[config.mk]
export PLATFORM = sky130hd
export DESIGN_NAME = deemph_scheduler
export DESIGN_NICKNAME = d
export VERILOG_FILES = /design/src/rtl/deemph_pkg.sv /design/src/rtl/deemph_arb2.sv /design/src/rtl/deemph_scheduler.sv
export SDC_FILE = /design/constraint.sdc
export NUM_CORES = 1
export LEC_CHECK = 0
export CORE_MARGIN = 4
export CORE_UTILIZATION = 44
export CTS_CLUSTER_SIZE = 24
export DETAILED_ROUTE_END_ITERATION = 8
export PLACE_DENSITY = 0.72
export SYNTH_ARGS = -nofsm -noshare
export SYNTH_HDL_FRONTEND = slang
export SYNTH_SLANG_ARGS = --single-unit
[constraint.sdc]
create_clock -name clk -period 9.6 [get_ports clk]
set_clock_uncertainty 0.15 [all_clocks]
set_input_delay 1.92 -clock clk [delete_from_list [all_inputs] [get_ports clk]]
set_output_delay 1.92 -clock clk [all_outputs]
set_load 0.01 [all_outputs]
[src/rtl/deemph_pkg.sv]
// Shared constants and types for the stereo de-emphasis scheduler.
package deemph_pkg;

  localparam int COEF_FRAC = 17;
  localparam int B50_Q17   = 60914;  // 0.464739 * 2^17, 50 us at 32 kHz
  localparam int B75_Q17   = 44664;  // 0.340759 * 2^17, 75 us at 32 kHz

  typedef enum logic [2:0] {IDLE, DIFF, MUL, ACC, OUT} state_t;
  typedef enum logic {CH_L, CH_R} ch_t;

endpackage

[src/rtl/deemph_arb2.sv]
// Two-way round-robin arbiter: a lone requester wins, a tie goes to the
// channel that was not served last.
module deemph_arb2
  import deemph_pkg::*;
(
  input  logic l_valid,
  input  logic r_valid,
  input  ch_t  last,
  output logic l_grant,
  output logic r_grant
);

  assign l_grant = l_valid & (~r_valid | (last == CH_R));
  assign r_grant = r_valid & (~l_valid | (last == CH_L));

endmodule

[src/rtl/deemph_scheduler.sv]
// Time-multiplexed stereo de-emphasis: y += B*(x - y) per channel on one
// shared datapath. Define DEEMPH_TAU75_EN to add the tau75 coefficient select.
module deemph_scheduler
  import deemph_pkg::*;
#(
  parameter int WIDTH  = 16,
  parameter int COEF_W = 18
) (
  input  logic             clk,
  input  logic             reset,
  input  logic [WIDTH-1:0] l_in,
  input  logic             l_valid,
  output logic             l_ready,
  input  logic [WIDTH-1:0] r_in,
  input  logic             r_valid,
  output logic             r_ready,
  output logic [WIDTH-1:0] out,
  output logic             out_ch,
  output logic             out_valid,
  input  logic             out_ready
`ifdef DEEMPH_TAU75_EN
  ,
  input  logic             tau75
`endif
);

  localparam int PW = WIDTH + COEF_W + 1;
  localparam logic signed [PW-1:0] ROUND = PW'(2 ** (COEF_FRAC - 1));
  localparam logic signed [PW-1:0] SMAX  = PW'(2 ** (WIDTH - 1) - 1);
  localparam logic signed [PW-1:0] SMIN  = -SMAX - PW'(1);
  localparam logic signed [COEF_W-1:0] COEF_B50 = COEF_W'(B50_Q17);
`ifdef DEEMPH_TAU75_EN
  localparam logic signed [COEF_W-1:0] COEF_B75 = COEF_W'(B75_Q17);
`endif

  state_t                    state;
  ch_t                       ch;
  ch_t                       last;
  logic signed [WIDTH-1:0]   x;
  logic signed [WIDTH-1:0]   y [2];
  logic signed [COEF_W-1:0]  coef;
  logic signed [WIDTH:0]     d;
  logic signed [PW-1:0]      p;
  logic                      l_grant;
  logic                      r_grant;
  logic signed [COEF_W-1:0]  coef_sel;
  logic signed [PW-1:0]      d_ext;
  logic signed [PW-1:0]      coef_ext;
  logic signed [PW-1:0]      p_rnd;
  logic signed [PW-1:0]      s;
  logic signed [WIDTH-1:0]   s_sat;

  deemph_arb2 u_arb (
    .l_valid (l_valid),
    .r_valid (r_valid),
    .last    (last),
    .l_grant (l_grant),
    .r_grant (r_grant)
  );

  // Readies depend only on registered state and the valids, never on out_ready.
  assign l_ready = (state == IDLE) & l_grant;
  assign r_ready = (state == IDLE) & r_grant;

`ifdef DEEMPH_TAU75_EN
  assign coef_sel = tau75 ? COEF_B75 : COEF_B50;
`else
  assign coef_sel = COEF_B50;
`endif

  always_comb begin
    d_ext    = PW'(d);
    coef_ext = PW'(coef);
    p_rnd    = (p + ROUND) >>> COEF_FRAC;
    s        = PW'(y[ch]) + p_rnd;
    s_sat    = s[WIDTH-1:0];
    if (s > SMAX) s_sat = SMAX[WIDTH-1:0];
    else if (s < SMIN) s_sat = SMIN[WIDTH-1:0];
  end

  always_ff @(posedge clk or posedge reset) begin
    if (reset) begin
      state     <= IDLE;
      ch        <= CH_L;
      last      <= CH_R;
      x         <= '0;
      y[0]      <= '0;
      y[1]      <= '0;
      coef      <= COEF_B50;
      d         <= '0;
      p         <= '0;
      out       <= '0;
      out_ch    <= 1'b0;
      out_valid <= 1'b0;
    end else begin
      case (state)
        IDLE: begin
          if (l_ready) begin
            x     <= l_in;
            ch    <= CH_L;
            coef  <= coef_sel;
            state <= DIFF;
          end else if (r_ready) begin
            x     <= r_in;
            ch    <= CH_R;
            coef  <= coef_sel;
            state <= DIFF;
          end
        end
        DIFF: begin
          d     <= $signed({x[WIDTH-1], x}) - $signed({y[ch][WIDTH-1], y[ch]});
          state <= MUL;
        end
        MUL: begin
          p     <= d_ext * coef_ext;
          state <= ACC;
        end
        ACC: begin
          y[ch]     <= s_sat;
          out       <= s_sat;
          out_ch    <= ch;
          last      <= ch;
          out_valid <= 1'b1;
          state     <= OUT;
        end
        OUT: begin
          if (out_ready) begin
            out_valid <= 1'b0;
            state     <= IDLE;
          end
        end
        default: state <= IDLE;
      endcase
    end
  end

endmodule
==> flow_summary.yaml <==
timing:
  timing.hold.ws_ns: 0.333
  max_freq_mhz: 156
  slew_headroom: 0.239
  grt_setup_unrepaired: "false"
  worst_pin_slew_ns: 1.14
  hold_viol: 0
  final-max-slew-violation-count: 0
  period_share: 0.669
  finalCriticalPeriod_ns: 6.42
  tns_ns: 0
  setup_viol_count_final: 0
place:
  io_buffers: 56
  dp_hpwl_um: 22600
  globalplace.congestion: 0.926
worst_setup_path:
  worst-r2r-setup-slack_ns: 3.18
  cp_cell_sequence: "fa_1 -> inv_1 -> fa_1 -> inv_1 -> fa_1 -> fa_1 -> fa_1 -> inv_1 -> fa_1 -> inv_1 -> ha_1 -> a21o_1 -> a21o_1 -> a21o_1 -> a21o_1 -> nand3_1 -> a21oi_1 -> o21a_1 -> or4_1 -> nand3_1"
  startpoint_type: "flop"
  crit_type: "flop to flop"
  cp_common_cell: "fa_1"
  cp_top_family: "adder cells"
  critPathLaunch: "d[14]$_DFFE_PP0P_"
  cp.required_ns: 9.74
  crit_slowest_cell: "fa_1"
  cp_num_buf_inv: 4
  cp.arrival_ns: 6.56
  slowest_delay_ns: 0.66
  reg2reg_from: "d[14]$_DFFE_PP0P_"
  end_kind: "flop"
  cp_max_fo: 10
routing:
  top_layer_used: "met4"
  drt_wl_total_um: 27600
  dr_wl_met2_um: 12700
  drt_iter0_markers: 440
  drc: 0
  wl_per_cell_um: 16.9
  dr_wl_met3_um: 1310
  final_antenna_net_count: 0
  dr.pass1.iters: 5
  vias: 8727
  wirelength_met1_um: 12700
  via_per_inst: 5.35
floorplan:
  ioPinCount: 57
  start_util: 0.447
  die-area_um2: 29100
  row_count: 59
  core_area_um2: 26100
  die_w_um: 171
  die_h_um: 171
logic_synthesis:
  ys_async_sr_fraction: 1.00
  synth_ff_type: "dfrtp_1"
  synth.area.top_cells: "dfrtp_1 23%, fa_1 19%, ha_1 18%"
  ys_ff_latch: 107
  syn_inst: 1250
  ys_seq_area_frac: 0.230
  synth_top_cell_by_area: "dfrtp_1"
  yosys-top-cells-count: "216 x inv_1, 163 x ha_1, 120 x nand2_1"
  synth_area_um2: 11600
  syn-num-nets: 1559
  ys_types: 71
  synth_area_per_cell_um2: 9.31
  ys.warnings.count: 0
  synth_top_cell_area_share: 0.228
  synth_enable_flop_cells: 0
  yosysMostFrequentCell: "inv_1"
worst_hold_path:
  hp-class: "flop to flop"
  hp-start: "out_ch$_DFFE_PP0P_"
flow_run:
  drv_cap: 0
layout:
  syn2layout_area_growth_pct: 10.1
  layout.nets: 1599
  diodes: 0
  drive_above_1_share: 0.0595
global_routing:
  first_global_vias: 8975
  grt_pass1_wl_um: 45400
  gr-usage-all-layers: 0.196
  antenna_found_initial: 0
  grt_max_degree: 71
  grt.overflow.total: 0
clock_tree:
  clkTransAtPathRegs_ns: 0.08
  clk_latency_ns: 0.36
  h-tree-depth: 3
  root_buffer: "clkbuf_16"
  cts_hold_buf: 0
  cts_buffers: 9
  clockBufferDepth: 2
  cts-resized-gates: 0
  cts_sinks: 107
  cts_tree: "done"
  postCtsSetupRepairBufs: 0
outcome:
  status: "completed"
-- cells in the final DEF (no fill, tap or decap), types with 19 or more instances in the layout --
master,n
nor2_1,72
dfrtp_1,106
nand3_1,19
o21ai_2,33
a21o_1,24
mux2i_1,22
inv_1,215
clkdlybuf4s50_1,56
fa_1,109
nand2_1,120
o21ai_0,57
a21oi_1,62
xnor2_1,30
ha_1,163
a31oi_1,20
xor2_1,24
-- layout make-up --
cell class | count | area [um2]
clock buffer | 9 | 225
inverter | 217 | 817
multi-input combinational | 895 | 7970
sequential | 107 | 2680
fill | 2414 | 13300
clock inverter | 7 | 103
timing repair buffer | 60 | 591
tap | 335 | 419
-- worst min-delay path, delay by kind of cell (launching register included) --
family	cells	cell delay, ns
simple gates	2	0.10
flops	1	0.35
-- per-layer routing --
layer	up-vias	track usage
met2	210	0.318
met1	4232	0.270
met4	0	0.0653
met3	45	0.0310
met5	-	0
li1	4240	-
-- sequential cells by signal, indices dropped and copies added (netlist names) --
| register | count |
|---|---|
| p | 19 |
| d | 17 |
| out | 16 |
| ch | 1 |
| out_ch | 1 |
| state | 3 |
| out_valid | 1 |
| y | 32 |
| x | 16 |
| last | 1 |
-- worst paths after layout --
check,end,cells past startpoint
min reg2reg,out_ch$_DFFE_PP0P_,2
min,out_ch$_DFFE_PP0P_,2
max in group asynchronous,y[28]$_DFFE_PP0P_,3
min in group asynchronous,x[15]$_DFFE_PP0P_,2
max,p[29]$_DFFE_PP0P_,20
max reg2reg,p[29]$_DFFE_PP0P_,20
-- kinds of logic (layout without fill, tap and decap cells) --
family	after synthesis	count (layout)	share of synthesized area
AOI/OAI and AO/OA	266	266	0.151
and+or+nand+nor	276	276	0.107
adders and majority gates	272	272	0.363
DFF	107	107	0.230
muxes	27	27	0.0238
buffers and inverters	248	293	0.0846
xor gates and xnor gates	54	54	0.0406
-- stage by stage --
stage          utilization  area, um2  worst slack [ns]  std cells
4_1_cts              0.491      12800              3.20       1630
6_report             0.491      12800              3.18       1630
3_5_place_dp         0.479      12500              3.22       1614
2_1_floorplan            -      11600              3.57       1250
5_1_grt              0.491      12800              2.91       1630
3_3_place_gp         0.479      12500              3.36       1614
Power is not shown: default switching activity piles up to over one toggle a cycle in this logic, so the estimate is an artifact.
